==> config.mk <==
export PLATFORM = sky130hd
export DESIGN_NAME = fix_cs_ctrl
export DESIGN_NICKNAME = d
export VERILOG_FILES = /design/src/rtl/fix_pkg.sv /design/src/rtl/fix_cs_accum.sv /design/src/rtl/fix_cs_ctrl.sv
export SDC_FILE = /design/constraint.sdc
export NUM_CORES = 1
export LEC_CHECK = 0
export CORE_MARGIN = 2
export CORE_UTILIZATION = 35
export DETAILED_ROUTE_END_ITERATION = 8
export DONT_BUFFER_PORTS = 1
export HOLD_SLACK_MARGIN = 0.02
export PLACE_DENSITY = 0.46
export SLEW_MARGIN = 5
export SYNTH_ARGS = -nofsm -noshare
export SYNTH_HDL_FRONTEND = slang
export SYNTH_SLANG_ARGS = --single-unit
==> constraint.sdc <==
create_clock -name clk -period 2.6 [get_ports clk]
set_clock_uncertainty 0.1 [all_clocks]
set_input_delay 0.13 -clock clk [delete_from_list [all_inputs] [get_ports clk]]
set_output_delay 0.13 -clock clk [all_outputs]
set_load 0.03 [all_outputs]
==> src/rtl/fix_pkg.sv <==
// rtl/fix_pkg.sv - shared constants and types for the FIX checksum controller
package fix_pkg;

    localparam logic [7:0] SOH     = 8'h01;
    localparam logic [7:0] CH_8    = 8'h38;
    localparam logic [7:0] CH_1    = 8'h31;
    localparam logic [7:0] CH_0    = 8'h30;
    localparam logic [7:0] CH_EQ   = 8'h3D;
    localparam logic [7:0] CH_DIG0 = 8'h30;

    typedef enum logic [2:0] {
        IDLE   = 3'd0,
        BODY   = 3'd1,
        DIG    = 3'd2,
        TERM   = 3'd3,
        RESULT = 3'd4
    } cs_state_e;

    typedef enum logic [1:0] {
        OK        = 2'd0,
        MISMATCH  = 2'd1,
        BAD_DIGIT = 2'd2,
        OVERFLOW  = 2'd3
    } cs_err_e;

    function automatic logic is_digit(input logic [7:0] b);
        return (b >= CH_DIG0) && (b <= 8'h39);
    endfunction

endpackage

==> src/rtl/fix_cs_accum.sv <==
// rtl/fix_cs_accum.sv - wrapping byte-sum accumulator with SOH snapshot
module fix_cs_accum
    import fix_pkg::*;
(
    input  logic       clk,
    input  logic       rst_n,
    input  logic       clear_i,
    input  logic       load_i,
    input  logic       add_i,
    input  logic [7:0] data_i,
    output logic [7:0] acc_o,
    output logic [7:0] snap_o
);

    logic [7:0] acc_q, acc_d;
    logic [7:0] snap_q, snap_d;
    logic [7:0] sum;

    assign sum = acc_q + data_i;

    always_comb begin
        acc_d  = acc_q;
        snap_d = snap_q;
        if (clear_i) begin
            acc_d  = 8'h00;
            snap_d = 8'h00;
        end else if (load_i) begin
            acc_d  = data_i;
            snap_d = 8'h00;
        end else if (add_i) begin
            acc_d = sum;
            // The snapshot includes the SOH itself, so the last one taken before 10= is the checksum.
            if (data_i == SOH) begin
                snap_d = sum;
            end
        end
    end

    always_ff @(posedge clk or negedge rst_n) begin
        if (!rst_n) begin
            acc_q  <= 8'h00;
            snap_q <= 8'h00;
        end else begin
            acc_q  <= acc_d;
            snap_q <= snap_d;
        end
    end

    assign acc_o  = acc_q;
    assign snap_o = snap_q;

endmodule

==> src/rtl/fix_cs_ctrl.sv <==
// rtl/fix_cs_ctrl.sv - frames one FIX message, parses 10= trailer, issues checksum verdict
module fix_cs_ctrl
    import fix_pkg::*;
#(
    parameter int MAX_LEN = 1024
) (
    input  logic       clk,
    input  logic       rst_n,
    input  logic [7:0] data_i,
    input  logic       valid_i,
    output logic       ready_o,
    input  logic       flush_i,
    output logic       done_o,
    output logic [1:0] err_o,
    output logic [7:0] checksum_o,
    output logic [7:0] rx_cs_o
);

    localparam int LEN_W = $clog2(MAX_LEN + 1);

    cs_state_e   state_q, state_d;
    logic [LEN_W-1:0] len_q, len_d;
    logic [9:0]  val_q, val_d;
    logic [1:0]  dcnt_q, dcnt_d;
    logic [23:0] hist_q, hist_d;
    logic        done_q, done_d;
    logic [1:0]  err_q, err_d;
    logic [7:0]  checksum_q, checksum_d;
    logic [7:0]  rx_cs_q, rx_cs_d;

    logic        acc_clear, acc_load, acc_add;
    logic [7:0]  acc, snap;
    logic        accept, len_full;
    logic [7:0]  digit;
    logic [9:0]  val_next;

    fix_cs_accum u_accum (
        .clk     (clk),
        .rst_n   (rst_n),
        .clear_i (acc_clear),
        .load_i  (acc_load),
        .add_i   (acc_add),
        .data_i  (data_i),
        .acc_o   (acc),
        .snap_o  (snap)
    );

    assign ready_o  = (state_q != RESULT);
    assign accept   = valid_i & ready_o & ~flush_i;
    assign len_full = (len_q == LEN_W'(MAX_LEN));
    assign digit    = data_i - CH_DIG0;
    assign val_next = (val_q << 3) + (val_q << 1) + {2'b00, digit};

    always_comb begin
        state_d    = state_q;
        len_d      = len_q;
        val_d      = val_q;
        dcnt_d     = dcnt_q;
        hist_d     = hist_q;
        done_d     = 1'b0;
        err_d      = err_q;
        checksum_d = checksum_q;
        rx_cs_d    = rx_cs_q;
        acc_clear  = 1'b0;
        acc_load   = 1'b0;
        acc_add    = 1'b0;

        if (flush_i) begin
            state_d   = IDLE;
            len_d     = '0;
            val_d     = '0;
            dcnt_d    = '0;
            hist_d    = '0;
            acc_clear = 1'b1;
        end else if (state_q == RESULT) begin
            state_d = IDLE;
        end else if (accept) begin
            if (state_q == IDLE) begin
                if (data_i == CH_8) begin
                    state_d  = BODY;
                    acc_load = 1'b1;
                    len_d    = LEN_W'(1);
                    hist_d   = {16'h0000, CH_8};
                end
            end else if (len_full) begin
                // Overflowing byte is swallowed and excluded from the reported sum.
                state_d    = RESULT;
                done_d     = 1'b1;
                err_d      = OVERFLOW;
                checksum_d = acc;
                rx_cs_d    = 8'h00;
            end else begin
                len_d = len_q + LEN_W'(1);
                case (state_q)
                    BODY: begin
                        acc_add = 1'b1;
                        hist_d  = {hist_q[15:0], data_i};
                        if ({hist_q, data_i} == {SOH, CH_1, CH_0, CH_EQ}) begin
                            state_d = DIG;
                            dcnt_d  = 2'd0;
                            val_d   = '0;
                        end
                    end
                    DIG: begin
                        if (is_digit(data_i)) begin
                            val_d  = val_next;
                            dcnt_d = dcnt_q + 2'd1;
                            if (dcnt_q == 2'd2) begin
                                state_d = TERM;
                            end
                        end else begin
                            state_d    = RESULT;
                            done_d     = 1'b1;
                            err_d      = BAD_DIGIT;
                            checksum_d = snap;
                            rx_cs_d    = 8'h00;
                        end
                    end
                    TERM: begin
                        state_d    = RESULT;
                        done_d     = 1'b1;
                        checksum_d = snap;
                        rx_cs_d    = 8'h00;
                        if (data_i != SOH || val_q > 10'd255) begin
                            err_d = BAD_DIGIT;
                        end else begin
                            rx_cs_d = val_q[7:0];
                            err_d   = (val_q[7:0] != snap) ? MISMATCH : OK;
                        end
                    end
                    default: state_d = IDLE;
                endcase
            end
        end
    end

    always_ff @(posedge clk or negedge rst_n) begin
        if (!rst_n) begin
            state_q    <= IDLE;
            len_q      <= '0;
            val_q      <= '0;
            dcnt_q     <= '0;
            hist_q     <= '0;
            done_q     <= 1'b0;
            err_q      <= 2'd0;
            checksum_q <= 8'h00;
            rx_cs_q    <= 8'h00;
        end else begin
            state_q    <= state_d;
            len_q      <= len_d;
            val_q      <= val_d;
            dcnt_q     <= dcnt_d;
            hist_q     <= hist_d;
            done_q     <= done_d;
            err_q      <= err_d;
            checksum_q <= checksum_d;
            rx_cs_q    <= rx_cs_d;
        end
    end

    assign done_o     = done_q;
    assign err_o      = err_q;
    assign checksum_o = checksum_q;
    assign rx_cs_o    = rx_cs_q;

endmodule
==> out/results.ini <==
[sta]
final_max_slew_viol_count=0
setup_viol=0
min_period_over_period_pct=96.49
slew_headroom_pct=56.82
max_clock_freq_ghz=0.3986
fin_setup_tns_ns=0
holdWs_ns=0.03940
worst_slew_pin_slew_ns=0.6313
report.final.hold_viol_count=0
unrepaired_setup_endpoints_after_global_routing=no
final.min_clock_period_ns=2.509

[pwr]
seqPwrFrac_pct=41.7
fraction_of_power_consumed_by_the_clock_network_pct=27.4
totalPowerFinal_mw=4.488
power_report.internal_total_mw=2.796
vdd_drop_max_mv=0.3569
power.share.combinational_pct=30.9
p_leak_nw=2.482
total_switching_power_mw=1.692
powerDensity_nw_per_um2=811.2
power.switching_fraction_pct=37.71

[placement]
dp.final_hpwl_um=9105
placement.io_buffers=0
gp_congestion=0.8378
placed_area_um2=5114

[yosys]
synth_largest_area_cell=dfrtp_1
synth_commonest_cells=85 x dfrtp_1, 74 x nand2_1, 41 x nor2_1, 29 x o21ai_0, 22 x ha_1
postSynth.asyncResetShare_pct=100.0
synth_area_um2=4865
synth_top_flop_cell=dfrtp_1
ys_types=63
postSynthCellCount=494
synth_warnings=0
synth_edf_count=0
synth_most_common_cell=dfrtp_1
synth.net_count=535
synth_top_area_share_pct=43.72
postSynthRegisterBits=85
netlist_top_cells_area=dfrtp_1 44%, nand2_1 5.7%, ha_1 5.7%
synth_sequential_area_ratio_pct=43.72
postSynthAreaPerCell_um2=9.848

[worst_setup_path]
category_of_the_most_critical_setup_path=flip-flop to flip-flop
worst_ep_arrival_time_ns=2.64
crit_path_max_fanout=5
worstSetupEndpointType=flip-flop
cp.required_ns=2.73
setup.worst_path.start_class=flip-flop
depth_of_the_worst_register_to_register_path=7

[global_route]
pin_count_of_the_biggest_net_entering_global_routing=86
global_route_wire_length_before_repair_um=21220
initial_antenna_violation_count=0
first_global_vias=3947
globalRoute.totalOverflow=0
globalRouteTotalUtil_pct=19.00

[clock_network]
cts_root_cell=clkbuf_16
cts.htree.levels=3
cts_inserted_buffers=9
path_clk_slew_ns=0.06
cts_num_sinks=85
cts_tree=built
max_root_sink_buffers=2
insertion_delay_ns=0.35
post-cts-setup-buffer-count=0

[layout]
num-nets-final=553
final_core_util_pct=40.33
fin_area_um2=5533
post_route_cells_drive_above_1_share_pct=10.83
antenna_cells=0
areaGrowthSynthToFinish_pct=13.73
num-fill-cells=1381

[routing]
via_count_of_the_routed_design=3790
route.detailed.vias_per_inst=5.438
routed_length_per_instance_um=18.82
detail_route.drc_violations=0
antenna_violating_nets_post_route=0
drt_pre_antenna_iters=4
totalWireLength_um=13120
drt_iter0_drc=202

[worst_hold_path]
min-delay-path-class=primary input to flip-flop
min_delay_path_depth=4

[die]
die_area_um2=14860
floorplan.initialDensity_pct=35.46
die_w_um=121.9
core-area_um2=13720
core.rowCount=43
floorplan.io_pins=32
dieHeight_um=121.9

[outcome]
status=finished, final reports clean

[flow_run]
maxCapViolCount=0

power by group through the flow:
stage / Sequential [mW] / Clock (mW) / Combinational (mW)
4_1_cts: 1.88 / 1.27 / 1.39
2_1_floorplan: 1.83 / 0 / 1.04
5_1_grt: 1.90 / 1.33 / 1.56
3_3_place_gp: 1.89 / 0 / 1.32
3_5_place_dp: 1.90 / 0 / 1.33
6_report: 1.87 / 1.23 / 1.39
area by class of cell:
type | count | area [um^2] | share of cell area (%)
clock inverters | 3 | 20.02 | 0.3618
well taps | 180 | 225.2 | 4.071
repair buffers | 30 | 270.3 | 4.885
flip-flops and latches | 85 | 2127 | 38.44
clock buffers | 13 | 260.3 | 4.704
multi-input cells | 368 | 2562 | 46.31
inverters | 18 | 67.56 | 1.221
stage by stage:
| stage | cells | worst slack (ns) |
|---|---|---|
| after floorplan | 494 | 0.1979 |
| after global placement | 670 | 0.1151 |
| after detailed placement | 670 | 0.08477 |
| after CTS | 697 | 0.07127 |
| after global routing | 697 | 0.001074 |
| final | 697 | 0.09129 |
worst max-delay path, stage by stage, from the launching register on:
cell and delay [ns]:
dfrtp_1 0.42, fa_1 0.49, ha_1 0.37, o21ai_0 0.22
a21oi_2 0.06, o21a_1 0.18, or3_1 0.30, a32o_1 0.25
sequential cells by signal (all words and copies together) (netlist names), 2 cells and up:
register / flops
state_q: 3
u_accum.acc_o: 8
len_q: 11
rx_cs_o: 8
u_accum.snap_o: 8
checksum_o: 8
hist_q: 24
dcnt_q: 2
err_o: 2
val_q: 10
final timing paths:
check | start | end | slack [ns]
max in group asynchronous | rst_n | len_q[1] | 1.77
max reg2reg | val_q[2] | val_q[8] | 0.09
min | flush_i | u_accum.acc_o[1] | 0.04
max | val_q[2] | val_q[8] | 0.09
min reg2reg | hist_q[17] | hist_q[17] | 0.39
min in group asynchronous | rst_n | rx_cs_o[7] | 0.24
routing by layer:
layer  vias up  global-route usage, %  part of all wire, %
met5         -                      0                    0
met4         0                  9.914                  3.7
met3        24                  3.792                  3.9
met2        82                  30.20                   46
met1      1866                  24.47                   47
li1       1818                      -                    -
what timing repair did:
item / CTS / global route
setup endpoints to repair: 0 / 1
resized for setup: 0 / 2
hold buffers: 11 / 0
hold endpoints to repair: 106 / 0
cell families after synthesis:
family / share of synthesized area (%)
AO/OA/AOI/OAI: 16.56
XOR/XNOR: 4.681
adder cells (fa/ha/maj): 8.539
buffers and inverters: 3.909
flip-flops: 43.72
multiplexers: 4.038
AND/OR/NAND/NOR: 18.54
placed cells by master, fill, tap and decap left out, drive strengths merged, types with 15 or more instances in the layout:
master / netlist / final
buf: 10 / 20
o21ai: 31 / 31
dfrtp: 85 / 85
nand2: 74 / 74
a21oi: 15 / 15
nor2: 41 / 41
inv: 18 / 18
ha: 22 / 22
(Power assumes the default switching activity.)
